==> config.mk <==
export PLATFORM = sky130hd
export DESIGN_NAME = uart_rx_frame_ctrl
export DESIGN_NICKNAME = d
export VERILOG_FILES = /design/src/rtl/uart_rx_frame_ctrl_pkg.sv /design/src/rtl/uart_frame_timer.sv /design/src/rtl/uart_rx_frame_ctrl.sv
export SDC_FILE = /design/constraint.sdc
export NUM_CORES = 1
export LEC_CHECK = 0
export BUFFER_PORTS_ARGS = -buffer_cell sky130_fd_sc_hd__buf_2
export CORE_MARGIN = 1
export CORE_UTILIZATION = 37
export CTS_CLUSTER_SIZE = 20
export DETAILED_ROUTE_END_ITERATION = 10
export PLACE_DENSITY = 0.58
export SYNTH_ARGS = -nofsm -noshare
export SYNTH_HDL_FRONTEND = slang
export SYNTH_SLANG_ARGS = --single-unit
==> constraint.sdc <==
create_clock -name i_CLK -period 6.2 [get_ports i_CLK]
set_input_delay 0.62 -clock i_CLK [delete_from_list [all_inputs] [get_ports i_CLK]]
set_output_delay 0.62 -clock i_CLK [all_outputs]
set_load 0.01 [all_outputs]
==> src/rtl/uart_rx_frame_ctrl_pkg.sv <==
// Shared UART frame constants: receiver-side state encoding, default header
// byte and the frame checksum rule.
package uart_rx_frame_ctrl_pkg;

    typedef enum logic [2:0] {
        IDLE     = 3'd0,
        GET_CMD  = 3'd1,
        GET_ADDR = 3'd2,
        GET_DATA = 3'd3,
        GET_CHK  = 3'd4
    } frame_state_t;

    localparam logic [7:0]  HEADER_DEFAULT  = 8'hAA;
    localparam logic [15:0] TIMEOUT_DEFAULT = 16'd20000;

    // Checksum byte expected at the end of a frame.
    function automatic logic [7:0] frame_chk(input logic [7:0] cmd,
                                             input logic [7:0] addr,
                                             input logic [7:0] data);
        return cmd ^ addr ^ data;
    endfunction

endpackage

==> src/rtl/uart_frame_timer.sv <==
// Inter-byte timeout counter: saturating 16-bit up-counter with a
// combinational expire flag one count before the limit is reached.
module uart_frame_timer (
    input  logic        i_CLK,
    input  logic        w_rst,
    input  logic        clear,
    input  logic        enable,
    input  logic [15:0] limit,
    output logic        expire
);

    logic [15:0] count;

    // Count enabled cycles; clear has priority; hold at all-ones instead of wrapping.
    always_ff @(posedge i_CLK or posedge w_rst) begin
        if (w_rst) begin
            count <= 16'd0;
        end else if (clear) begin
            count <= 16'd0;
        end else if (enable && (count != 16'hFFFF)) begin
            count <= count + 16'd1;
        end
    end

    // A clear on the same cycle (new byte arrived) suppresses expiry.
    assign expire = enable && !clear && (count == (limit - 16'd1));

endmodule

==> src/rtl/uart_rx_frame_ctrl.sv <==
// UART command frame decoder: HEADER, CMD, ADDR, DATA, CHK (XOR of payload).
// Good frames are presented on a valid/ready output; checksum, timeout and
// overrun conditions produce one-cycle error pulses.
//
// state    | meaning
// IDLE     | waiting for header byte, other bytes dropped
// GET_CMD  | next byte is the opcode
// GET_ADDR | next byte is the register address
// GET_DATA | next byte is the write data
// GET_CHK  | next byte is the checksum; frame completes here
module uart_rx_frame_ctrl
    import uart_rx_frame_ctrl_pkg::*;
#(
    parameter logic [7:0]  P_HEADER       = HEADER_DEFAULT,
    parameter logic [15:0] P_TIMEOUT_CLKS = TIMEOUT_DEFAULT
) (
    input  logic       i_CLK,
    input  logic       w_rst,
    input  logic       i_Rx_DV,
    input  logic [7:0] i_Rx_Byte,
    output logic       o_Cmd_Valid,
    input  logic       i_Cmd_Ready,
    output logic [7:0] o_Cmd,
    output logic [7:0] o_Addr,
    output logic [7:0] o_Data,
    output logic       o_Err_Chk,
    output logic       o_Err_Timeout,
    output logic       o_Err_Overrun,
    output logic       o_Busy
);

    frame_state_t state;
    logic [7:0]   sh_cmd;
    logic [7:0]   sh_addr;
    logic [7:0]   sh_data;
    logic         timer_enable;
    logic         timer_clear;
    logic         timer_expire;
    logic         chk_ok;
    logic         can_load;

    assign timer_enable = (state != IDLE);
    assign timer_clear  = !timer_enable || i_Rx_DV;
    assign chk_ok       = (i_Rx_Byte == frame_chk(sh_cmd, sh_addr, sh_data));
    // Output register is free if empty or being handed off this cycle.
    assign can_load     = !o_Cmd_Valid || i_Cmd_Ready;
    assign o_Busy       = (state != IDLE);

    uart_frame_timer u_timer (
        .i_CLK  (i_CLK),
        .w_rst  (w_rst),
        .clear  (timer_clear),
        .enable (timer_enable),
        .limit  (P_TIMEOUT_CLKS),
        .expire (timer_expire)
    );

    // Frame FSM with shadow capture, output register handshake and error pulses.
    always_ff @(posedge i_CLK or posedge w_rst) begin
        if (w_rst) begin
            state         <= IDLE;
            sh_cmd        <= 8'h00;
            sh_addr       <= 8'h00;
            sh_data       <= 8'h00;
            o_Cmd         <= 8'h00;
            o_Addr        <= 8'h00;
            o_Data        <= 8'h00;
            o_Cmd_Valid   <= 1'b0;
            o_Err_Chk     <= 1'b0;
            o_Err_Timeout <= 1'b0;
            o_Err_Overrun <= 1'b0;
        end else begin
            o_Err_Chk     <= 1'b0;
            o_Err_Timeout <= 1'b0;
            o_Err_Overrun <= 1'b0;

            if (o_Cmd_Valid && i_Cmd_Ready) begin
                o_Cmd_Valid <= 1'b0;
            end

            case (state)
                IDLE: begin
                    if (i_Rx_DV && (i_Rx_Byte == P_HEADER)) begin
                        state <= GET_CMD;
                    end
                end
                GET_CMD: begin
                    if (i_Rx_DV) begin
                        sh_cmd <= i_Rx_Byte;
                        state  <= GET_ADDR;
                    end
                end
                GET_ADDR: begin
                    if (i_Rx_DV) begin
                        sh_addr <= i_Rx_Byte;
                        state   <= GET_DATA;
                    end
                end
                GET_DATA: begin
                    if (i_Rx_DV) begin
                        sh_data <= i_Rx_Byte;
                        state   <= GET_CHK;
                    end
                end
                GET_CHK: begin
                    if (i_Rx_DV) begin
                        state <= IDLE;
                        if (!chk_ok) begin
                            o_Err_Chk <= 1'b1;
                        end else if (can_load) begin
                            o_Cmd       <= sh_cmd;
                            o_Addr      <= sh_addr;
                            o_Data      <= sh_data;
                            o_Cmd_Valid <= 1'b1;
                        end else begin
                            o_Err_Overrun <= 1'b1;
                        end
                    end
                end
                default: state <= IDLE;
            endcase

            // Expiry never coincides with a byte strobe (the strobe clears the timer).
            if (timer_expire) begin
                state         <= IDLE;
                o_Err_Timeout <= 1'b1;
            end
        end
    end

endmodule

==> run summary <==
==============================================================================
Finish-stage setup viols                                                     0
Layout net count                                                           310
# port buffers                                                              40
Footprint of the multi-input gates                                 0.00145 mm²
Hold/Removal Path Class                                             reg -> reg
Yosys Warn Count                                                             0
Detailed Routing Iterations Pass 1                                           4
H-tree depth                                                                 3
Worst-path clk slew                                                      70 ps
Cts hold-fix bufs                                                            0
Run status                                                        finished, final reports clean
Cell accounting for the most synthesized area                          dfrtp_1
Initial antenna violation count                                              0
Async S/R FF share, synth                                                 100%
Total power draw                                                       1.45 mW
Global-route wire length before repair                               10,300 µm
Clock root cell                                                       clkbuf_8
Gate Count Post-Synth                                                      254
Vias in the first global route                                           2,046
Sum of routed wire length over all layers                              6410 µm
Syn Nets                                                                   267
DRC violations left                                                          0
Actual slew at the worst max-slew pin                                   907 ps
Area contributors post-synth                                      dfrtp_1 (54%), mux2_2 (9.6%), mux2_4 (9.1%)
Gr ovfl total                                                                0
I/O pin cnt                                                                 41
Critical Path AT                                                       2450 ps
Pins over their slew limit                                                   0
Power per cell area                                                 380 mW/mm²
Mean cell area of the mapped netlist                                  12.9 µm²
Critical path launch point type                                           flop
CTS Buf Count                                                                9
Initial core utilization                                                 38.0%
Area of the mapped netlist                                         0.00328 mm²
Post-route clock period utilization                                      35.8%
Min Tclk post-route                                                    2220 ps
Post-CTS resize count                                                        0
Antenna diode count                                                          0
Most used DFF post-synth                                               dfrtp_1
VDD IR-drop max                                                       0.217 mV
Detail Route Antenna Nets                                                    0
Maximum Capacitance Violations                                               0
Die height                                                             96.2 µm
Hold violation total from the final report                                   0
Post-synth top area share                                                54.1%
Via density per instance                                                  4.91
Die W                                                                  96.2 µm
Filler Cell Count                                                          809
Maximum number of pins on one net before global-route repair                72
Vias after detailed routing                                              2,013
Insertion delay of the later-clocked pin in the worst-skew pair         340 ps
Average routed wire per standard cell                                  15.6 µm
Overall routing resource usage                                           15.4%
Setup_tns                                                                 0 ps
Headroom to the max-slew limit                                           39.2%
Total die area                                                     0.00926 mm²
Highest net fanout along the worst path                                     20
Post-synthesis cell type count                                              36
Placement row count                                                         34
Iter 0 DRT Violations                                                       59
Clock tree from TritonCTS                                                built
CP Class                                                            reg -> reg
Register Area                                                      0.00178 mm²
Sequential element share of the synthesized area                         54.1%
Required time reported for the critical path endpoint                  6430 ps
DPL Wire Length                                                        4210 µm
Clock sink count                                                            71
Setup repair after global routing missed its margin                         no
Maximum buffer depth of the clock tree                                       2
Number of post-CTS setup repair buffers                                      0
Max Freq                                                             0.451 GHz
Final GP Congestion                                                      0.765
Area of the core region                                            0.00864 mm²
Number of synthesized flops with an enable pin                               0
Syn-to-layout area delta                                                 16.0%
Total leakage power                                                    1.85 nW
Number of synthesized register bits                                         71
Endpoint kind of the worst setup timing path                              flop
Share of post-route cells with drive strength above 1                    37.4%
Final worst clock skew                                                 6.30 ps
==============================================================================
-- cell type report --
type	instances	area share, %
well taps	108	3.55
multi-input cells	171	38.1
clock inverters	6	2.20
inverters	2	0.197
repair buffers	42	5.65
clock buffers	10	3.61
flip-flops and latches	71	46.6
-- flip-flops by register name, summed over array words and instances, names as in the netlist --
register and flops:
o_Addr 8, o_Cmd 8, o_Cmd_Valid 1, o_Data 8
o_Err_Chk 1, o_Err_Overrun 1, o_Err_Timeout 1, sh_addr 8
sh_cmd 8, sh_data 8, state 3, u_timer.count 16
-- synth_stat cells, types with 2 or more instances --
cell	n
nand4_1	5
a211oi_1	2
xor2_1	18
and3_1	6
mux2_4	20
o21ai_0	2
clkbuf_1	8
inv_1	2
buf_6	2
nor4_2	2
dfrtp_1	71
nand2b_1	5
nor2_1	22
o211ai_1	3
a21oi_1	4
nand2_1	10
a31oi_1	2
o2111ai_1	2
mux2_2	28
nand3_1	3
nor3_1	5
xnor2_1	18
-- path summary, 6_finish.rpt --
kind                           start       endpoint  slack, ps  depth (start not counted)
max                        sh_cmd[1]      o_Addr[5]       3980                          6
min                         o_Cmd[1]       o_Cmd[1]        510                          1
max reg2reg                sh_cmd[1]      o_Addr[5]       3980                          6
min reg2reg                 o_Cmd[1]       o_Cmd[1]        510                          1
max in group asynchronous      w_rst     sh_data[6]       5090                          3
min in group asynchronous      w_rst  o_Err_Timeout        530                          3
-- where the power goes --
group	total, mW	switching [mW]	internal, mW
clock	0.411	0.175	0.236
combinational	0.384	0.178	0.206
sequential	0.653	0.0957	0.557
-- critical path, cell delays in order (launching register included) --
cell and delay, ps:
dfrtp_1 400, xor2_1 170, xnor2_1 150, nor4_2 400
nand4_2 290, buf_4 350, mux2_4 340
-- per-layer routing --
metal / vias to the layer above / wire length [µm] / share of wire [%] / track usage (%)
met4: 0 / 75 / 1.2 / 4.48
met1: 991 / 3030 / 47 / 20.0
met2: 35 / 3080 / 48 / 24.1
met5: - / 0 / 0 / 0
li1: 980 / - / - / -
met3: 7 / 222 / 3.5 / 5.69
-- per-stage QoR --
step           utilization, %  setup WS (ps)  hold slack, ps  cells  instance area, µm²
2_1_floorplan               -           3780             493    254                3280
3_3_place_gp             41.5           3670             485    394                3590
3_5_place_dp             41.5           3650             486    394                3590
4_1_cts                  44.1           3970             515    410                3810
5_1_grt                  44.1           3780             529    410                3810
6_report                 44.1           3980             506    410                3810
-- placed cells by master, fill, tap and decap left out, types with 2 or more instances in the layout --
| cell type | Yosys | routed |
|---|---|---|
| a211oi_1 | 2 | 2 |
| a21oi_1 | 4 | 4 |
| a31oi_1 | 2 | 2 |
| and3_1 | 6 | 6 |
| buf_2 | 0 | 40 |
| buf_4 | 0 | 2 |
| bufinv_16 | 0 | 2 |
| clkbuf_8 | 0 | 10 |
| clkinv_2 | 0 | 3 |
| dfrtp_1 | 71 | 71 |
| mux2_2 | 28 | 28 |
| mux2_4 | 20 | 20 |
| nand2_1 | 10 | 10 |
| nand2b_1 | 5 | 5 |
| nand3_1 | 3 | 3 |
| nand4_1 | 5 | 5 |
| nor2_1 | 22 | 22 |
| nor3_1 | 5 | 4 |
| nor4_2 | 2 | 2 |
| o2111ai_1 | 2 | 2 |
| o211ai_1 | 3 | 3 |
| o21ai_0 | 2 | 2 |
| xnor2_1 | 18 | 18 |
| xor2_1 | 18 | 18 |
-- kinds of logic (layout without fill, tap and decap cells) --
| group | Yosys count | after routing | share of synthesized area [%] |
|---|---|---|---|
| AOI/OAI and AO/OA | 18 | 18 | 3.73 |
| xor gates and xnor gates | 36 | 36 | 9.60 |
| adders and majority gates | 1 | 1 | 0.381 |
| buffers and inverters | 12 | 60 | 1.83 |
| DFF | 71 | 71 | 54.1 |
| muxes | 49 | 49 | 19.0 |
| and+or+nand+nor | 67 | 67 | 11.3 |
(Power assumes the default switching activity.)
